--- config.mk ---
export PLATFORM = sky130hd
export DESIGN_NAME = sample_ram_reader
export DESIGN_NICKNAME = d
export VERILOG_FILES = /design/src/rtl/sample_ram_reader.sv
export SDC_FILE = /design/constraint.sdc
export NUM_CORES = 1
export LEC_CHECK = 0
export BUFFER_PORTS_ARGS = -buffer_cell sky130_fd_sc_hd__clkbuf_2
export CAP_MARGIN = 0
export CORE_MARGIN = 4
export CORE_UTILIZATION = 32
export CTS_CLUSTER_SIZE = 16
export DETAILED_ROUTE_END_ITERATION = 6
export MAX_ROUTING_LAYER = met4
export PLACE_DENSITY_LB_ADDON = 0.05
export SLEW_MARGIN = 20
export SYNTH_ARGS = -nofsm -noshare
export SYNTH_HDL_FRONTEND = slang
export SYNTH_SLANG_ARGS = --single-unit
--- constraint.sdc ---
create_clock -name clk -period 14.3 [get_ports clk]
set_clock_uncertainty 0.15 [all_clocks]
set_input_delay 4.29 -clock clk [delete_from_list [all_inputs] [get_ports clk]]
set_output_delay 4.29 -clock clk [all_outputs]
set_load 0.03 [all_outputs]
--- src/rtl/sample_ram_reader.sv ---
// Streams count consecutive words from a 1-cycle-latency RAM onto a valid/ready output.
// Optional SAMPLE_RAM_READER_CHECKSUM_EN adds a 16-bit running sum of transferred words.
module sample_ram_reader #(
    parameter int DATA_WIDTH = 8,
    parameter int ADDR_WIDTH = 4
) (
    input  logic                  clk,
    input  logic                  rst_n,
    input  logic                  start,
    input  logic [ADDR_WIDTH-1:0] start_addr,
    input  logic [ADDR_WIDTH:0]   count,
    input  logic                  abort,
    output logic                  busy,
    output logic                  done,
    output logic                  ram_en,
    output logic [ADDR_WIDTH-1:0] ram_addr,
    input  logic [DATA_WIDTH-1:0] ram_dout,
    output logic [DATA_WIDTH-1:0] m_data,
    output logic                  m_valid,
    input  logic                  m_ready
`ifdef SAMPLE_RAM_READER_CHECKSUM_EN
    ,
    output logic [15:0]           checksum
`endif
);

    localparam logic [1:0] ST_IDLE  = 2'd0;
    localparam logic [1:0] ST_RUN   = 2'd1;
    localparam logic [1:0] ST_DRAIN = 2'd2;

    logic [1:0]            state_q, state_d;
    logic [ADDR_WIDTH-1:0] addr_q, addr_d;
    logic [ADDR_WIDTH:0]   remaining_q, remaining_d;
    logic                  inflight_q, inflight_d;
    logic [DATA_WIDTH-1:0] fifo_q [2];
    logic [DATA_WIDTH-1:0] fifo_d [2];
    logic                  rd_ptr_q, rd_ptr_d;
    logic                  wr_ptr_q, wr_ptr_d;
    logic [1:0]            occ_q, occ_d;
    logic                  done_q, done_d;
    logic                  pop;
    logic                  issue;
    logic [2:0]            pending;

    // Valid/ready: a word moves on any rising edge with m_valid & m_ready; the FIFO head
    // is held unchanged while m_valid is high and m_ready is low.
    assign pop     = (occ_q != 2'd0) && m_ready;
    // Words the FIFO must still absorb after this edge; issuing needs room for one more.
    assign pending = {1'b0, occ_q} + {2'b00, inflight_q} - {2'b00, pop};
    assign issue   = (state_q == ST_RUN) && (remaining_q != '0) && (pending < 3'd2) && !abort;

    always_comb begin
        state_d     = state_q;
        addr_d      = addr_q;
        remaining_d = remaining_q;
        inflight_d  = issue;
        fifo_d      = fifo_q;
        rd_ptr_d    = rd_ptr_q;
        wr_ptr_d    = wr_ptr_q;
        occ_d       = occ_q + {1'b0, inflight_q} - {1'b0, pop};
        done_d      = 1'b0;

        if (inflight_q) begin
            fifo_d[wr_ptr_q] = ram_dout;
            wr_ptr_d         = ~wr_ptr_q;
        end
        if (pop) begin
            rd_ptr_d = ~rd_ptr_q;
        end
        if (issue) begin
            addr_d      = addr_q + 1'b1;
            remaining_d = remaining_q - 1'b1;
        end

        case (state_q)
            ST_IDLE: begin
                if (start) begin
                    addr_d      = start_addr;
                    remaining_d = count;
                    if (count != '0) begin
                        state_d = ST_RUN;
                    end else begin
                        done_d = 1'b1;
                    end
                end
            end
            ST_RUN: begin
                if (remaining_d == '0) begin
                    state_d = ST_DRAIN;
                end
            end
            ST_DRAIN: begin
                if (occ_d == 2'd0 && !inflight_q) begin
                    state_d = ST_IDLE;
                    done_d  = 1'b1;
                end
            end
            default: state_d = ST_IDLE;
        endcase

        if (abort) begin
            state_d     = ST_IDLE;
            addr_d      = addr_q;
            remaining_d = '0;
            inflight_d  = 1'b0;
            rd_ptr_d    = 1'b0;
            wr_ptr_d    = 1'b0;
            occ_d       = 2'd0;
            done_d      = 1'b0;
        end
    end

    always_ff @(posedge clk or negedge rst_n) begin
        if (!rst_n) begin
            state_q     <= ST_IDLE;
            addr_q      <= '0;
            remaining_q <= '0;
            inflight_q  <= 1'b0;
            fifo_q[0]   <= '0;
            fifo_q[1]   <= '0;
            rd_ptr_q    <= 1'b0;
            wr_ptr_q    <= 1'b0;
            occ_q       <= 2'd0;
            done_q      <= 1'b0;
        end else begin
            state_q     <= state_d;
            addr_q      <= addr_d;
            remaining_q <= remaining_d;
            inflight_q  <= inflight_d;
            fifo_q[0]   <= fifo_d[0];
            fifo_q[1]   <= fifo_d[1];
            rd_ptr_q    <= rd_ptr_d;
            wr_ptr_q    <= wr_ptr_d;
            occ_q       <= occ_d;
            done_q      <= done_d;
        end
    end

    assign busy     = (state_q != ST_IDLE);
    assign done     = done_q;
    assign ram_en   = issue;
    assign ram_addr = addr_q;
    assign m_valid  = (occ_q != 2'd0);
    assign m_data   = fifo_q[rd_ptr_q];

`ifdef SAMPLE_RAM_READER_CHECKSUM_EN
    logic [15:0] csum_q, csum_d;

    always_comb begin
        csum_d = csum_q;
        if (abort) begin
            csum_d = '0;
        end else if (state_q == ST_IDLE && start) begin
            csum_d = '0;
        end else if (pop) begin
            csum_d = csum_q + 16'(m_data);
        end
    end

    always_ff @(posedge clk or negedge rst_n) begin
        if (!rst_n) begin
            csum_q <= '0;
        end else begin
            csum_q <= csum_d;
        end
    end

    assign checksum = csum_q;
`endif

endmodule

==> flow_metrics.env <==
export IMPL_dieArea_um2=6830
export IMPL_clock_latency_ns=0.28
export IMPL_fmax_mhz=90.4
export IMPL_grt_use_total_pct=13.4
export IMPL_ctsHoldBuffers=0
export IMPL_cts_buffers=5
export IMPL_critical_path_cell_chain="clkbuf_2 > and2_1 > ha_1 > inv_1 > ha_1 > inv_1 > fa_1 > xnor2_1 > nand3_2 > inv_2 > clkbuf_2"
export IMPL_nFillCells=536
export IMPL_drive_gt1_share_pct=40.3
export IMPL_cp_arrival_ns=6.62
export IMPL_critPathTopFamily="adder cells"
export IMPL_cts_max_level=2
export IMPL_cp_slowest_stage_delay_ns=0.58
export IMPL_drc=0
export IMPL_yosys_warnings=0
export IMPL_postLayoutCoreUtil_pct=40.0
export IMPL_p_leak_uw=0.000946
export IMPL_syn_avg_cell_area_um2=11.2
export IMPL_drv_slew=0
export IMPL_synth_area_um2=1780
export IMPL_syn_nets=187
export IMPL_overflow=0
export IMPL_fin_setup_tns_ns=0
export IMPL_syn_inst=159
export IMPL_hold_path_class="reg -> reg"
export IMPL_rsz0062_at_grt="false"
export IMPL_gp_congestion=0.750
export IMPL_vdd_drop_max_v=0.0000663
export IMPL_worst_slew_pin_slew_ns=0.831
export IMPL_rows=26
export IMPL_cts_tree="built"
export IMPL_synth_edf_count=0
export IMPL_place_area_um2=2010
export IMPL_finalSetupViolCount=0
export IMPL_final_antenna_net_count=0
export IMPL_area_growth_pct=17.6
export IMPL_cap_violations=0
export IMPL_path_buf_inv=5
export IMPL_grt_max_degree=34
export IMPL_dr_pass1_iters=4
export IMPL_drt_iter0_markers=61
export IMPL_status="finished clean"
export IMPL_cts_sinks=33
export IMPL_io_buffers=37
export IMPL_maxSlewHeadroom_pct=44.6
export IMPL_synth_ff_type="dfrtp_1"
export IMPL_postCtsSetupRepairBufs=0
export IMPL_synth_cell_types=41
export IMPL_antenna_found_initial=0
export IMPL_cts_root_buf="clkbuf_8"
export IMPL_layout_nets=223
export IMPL_worstSetupEndpointType="output pin"
export IMPL_worstSetupPathType="in -> out"
export IMPL_final_cell_area_um2=2090
export IMPL_multi_input_area_um2=872
export IMPL_vias=1339
export IMPL_grt_pass1_vias=1391
export IMPL_die_y_um=82.6
export IMPL_post_route_period_util_pct=77.4
export IMPL_reg2reg_slack_ns=10.76
export IMPL_via_per_inst=5.03
export IMPL_crit_required_ns=9.86
export IMPL_synth_seq_area_share_pct=46.3
export IMPL_grt_pass1_wl_um=6610
export IMPL_clockBufferDepth=2
export IMPL_setup_worst_path_start_class="input port"
export IMPL_post_cts_resized=0
export IMPL_postSynth_asyncResetShare_pct=100
export IMPL_clkTransAtPathRegs_ns=0.07
export IMPL_p_total_uw=446
export IMPL_period_needed_ns=11.06
export IMPL_cp_max_fo=9
export IMPL_hold_viol=0
export IMPL_core_area_um2=5240
export IMPL_p_per_area_nw_per_um2=213
export IMPL_crit_slowest_cell="xnor2_1"
export IMPL_place_hpwl_um=2910
export IMPL_ys_seq_elements=33
export IMPL_seq_area_um2=826
export IMPL_io_pins=38
export IMPL_drt_total_wl_um=3900
export IMPL_diodes=0
export IMPL_initial_core_util_pct=34.0
export IMPL_fp_dieW_um=82.6
export IMPL_routedWlPerCell_um=14.7
worst reg2reg max path: stages, from the launching register on:
cell	delay (ns)
dfrtp_1	0.43
or2_2	0.32
and2_1	0.18
ha_1	0.27
inv_1	0.05
ha_1	0.12
inv_1	0.04
fa_1	0.37
xnor2_1	0.58
nand3_2	0.23
inv_2	0.21
mux2i_1	0.33
a41o_1	0.21
logic make-up (layout without fill, tap and decap cells):
kind of cell	Yosys count	after routing	share of synthesized area, %
muxes	25	25	15.7
adders and majority gates	6	6	4.63
buffers and inverters	17	54	4.71
and+or+nand+nor	46	46	14.8
AOI/OAI and AO/OA	26	26	10.8
xor gates and xnor gates	6	6	2.95
DFF	33	33	46.3
metrics by stage:
| stage | std cells | hold WS, ns | setup slack (ns) |
|---|---|---|---|
| finish | 266 | 0.353 | 3.24 |
| global route | 266 | 0.375 | 3.05 |
| CTS | 266 | 0.359 | 3.24 |
| detailed placement | 258 | 0.342 | 3.25 |
| global placement | 258 | 0.330 | 3.31 |
| floorplan | 159 | 0.324 | 3.68 |
routing by layer:
metal  vias to the layer above  GRT usage [%]  share of wire, %
met3                         6           3.58               4.9
met2                        31           22.8                51
met5                         -              -                 0
met1                       652           15.3                42
li1                        650              -                 -
met4                         0           4.41               1.5
path summary, 6_finish.rpt:
kind,start,end,cells after the start
max,m_ready,ram_en,11
max in group asynchronous,rst_n,rd_ptr_q,1
min in group asynchronous,rst_n,fifo_q[1],1
min reg2reg,fifo_q[10],fifo_q[10],1
min,fifo_q[10],fifo_q[10],1
max reg2reg,occ_q[1],state_q[1],12
cell usage after synthesis (2+ instances only):
cell / number / area [µm²]
a211oi_1: 3 / 22.5
a21oi_1: 6 / 30.0
a31oi_1: 4 / 25.0
buf_6: 2 / 22.5
clkbuf_1: 5 / 18.8
dfrtp_1: 33 / 826
ha_1: 5 / 62.6
inv_1: 7 / 26.3
mux2_2: 24 / 270
nand2_1: 5 / 18.8
nand4_1: 6 / 37.5
nor2_1: 13 / 48.8
nor2b_1: 4 / 25.0
nor3_1: 2 / 10.0
nor3b_1: 2 / 15.0
nor4_1: 3 / 18.8
o22a_1: 5 / 43.8
or2_2: 3 / 18.8
xnor2_1: 4 / 35.0
xor2_1: 2 / 17.5
sequential cells by signal (all words and copies together), names as in the netlist:
name         flops
remaining_q      5
ram_addr         4
done             1
wr_ptr_q         1
inflight_q       1
occ_q            2
rd_ptr_q         1
fifo_q          16
state_q          2
final cells by class:
type                            count  share of cell area (%)
Sequential cell                    33                    39.4
Clock buffer                        5                    3.29
Tap cell                           70                    4.18
Inverter                            8                    1.43
Timing Repair Buffer               38                    9.20
Multi-Input combinational cell    109                    41.6
Clock inverter                      3                   0.836
power breakdown:
part	internal, µW	leakage [µW]	switching (µW)
Sequential	130	0.000408	30.9
Clock	33.6	0.0000439	34.9
Combinational	92.3	0.000494	124
placed cells by master, fill, tap and decap left out, types with 3 or more instances in the layout:
master	netlist	routed
dfrtp_1	33	33
a21oi_1	6	6
inv_1	7	7
nor2b_1	4	4
clkbuf_2	0	37
or2_2	3	3
nor2_1	13	13
nor4_1	3	3
o22a_1	5	5
mux2_2	24	24
a211oi_1	3	3
xnor2_1	4	4
ha_1	5	5
clkbuf_8	0	5
nand4_1	6	6
nand2_1	5	5
a31oi_1	4	4
Power figures use the tool's default switching activity.
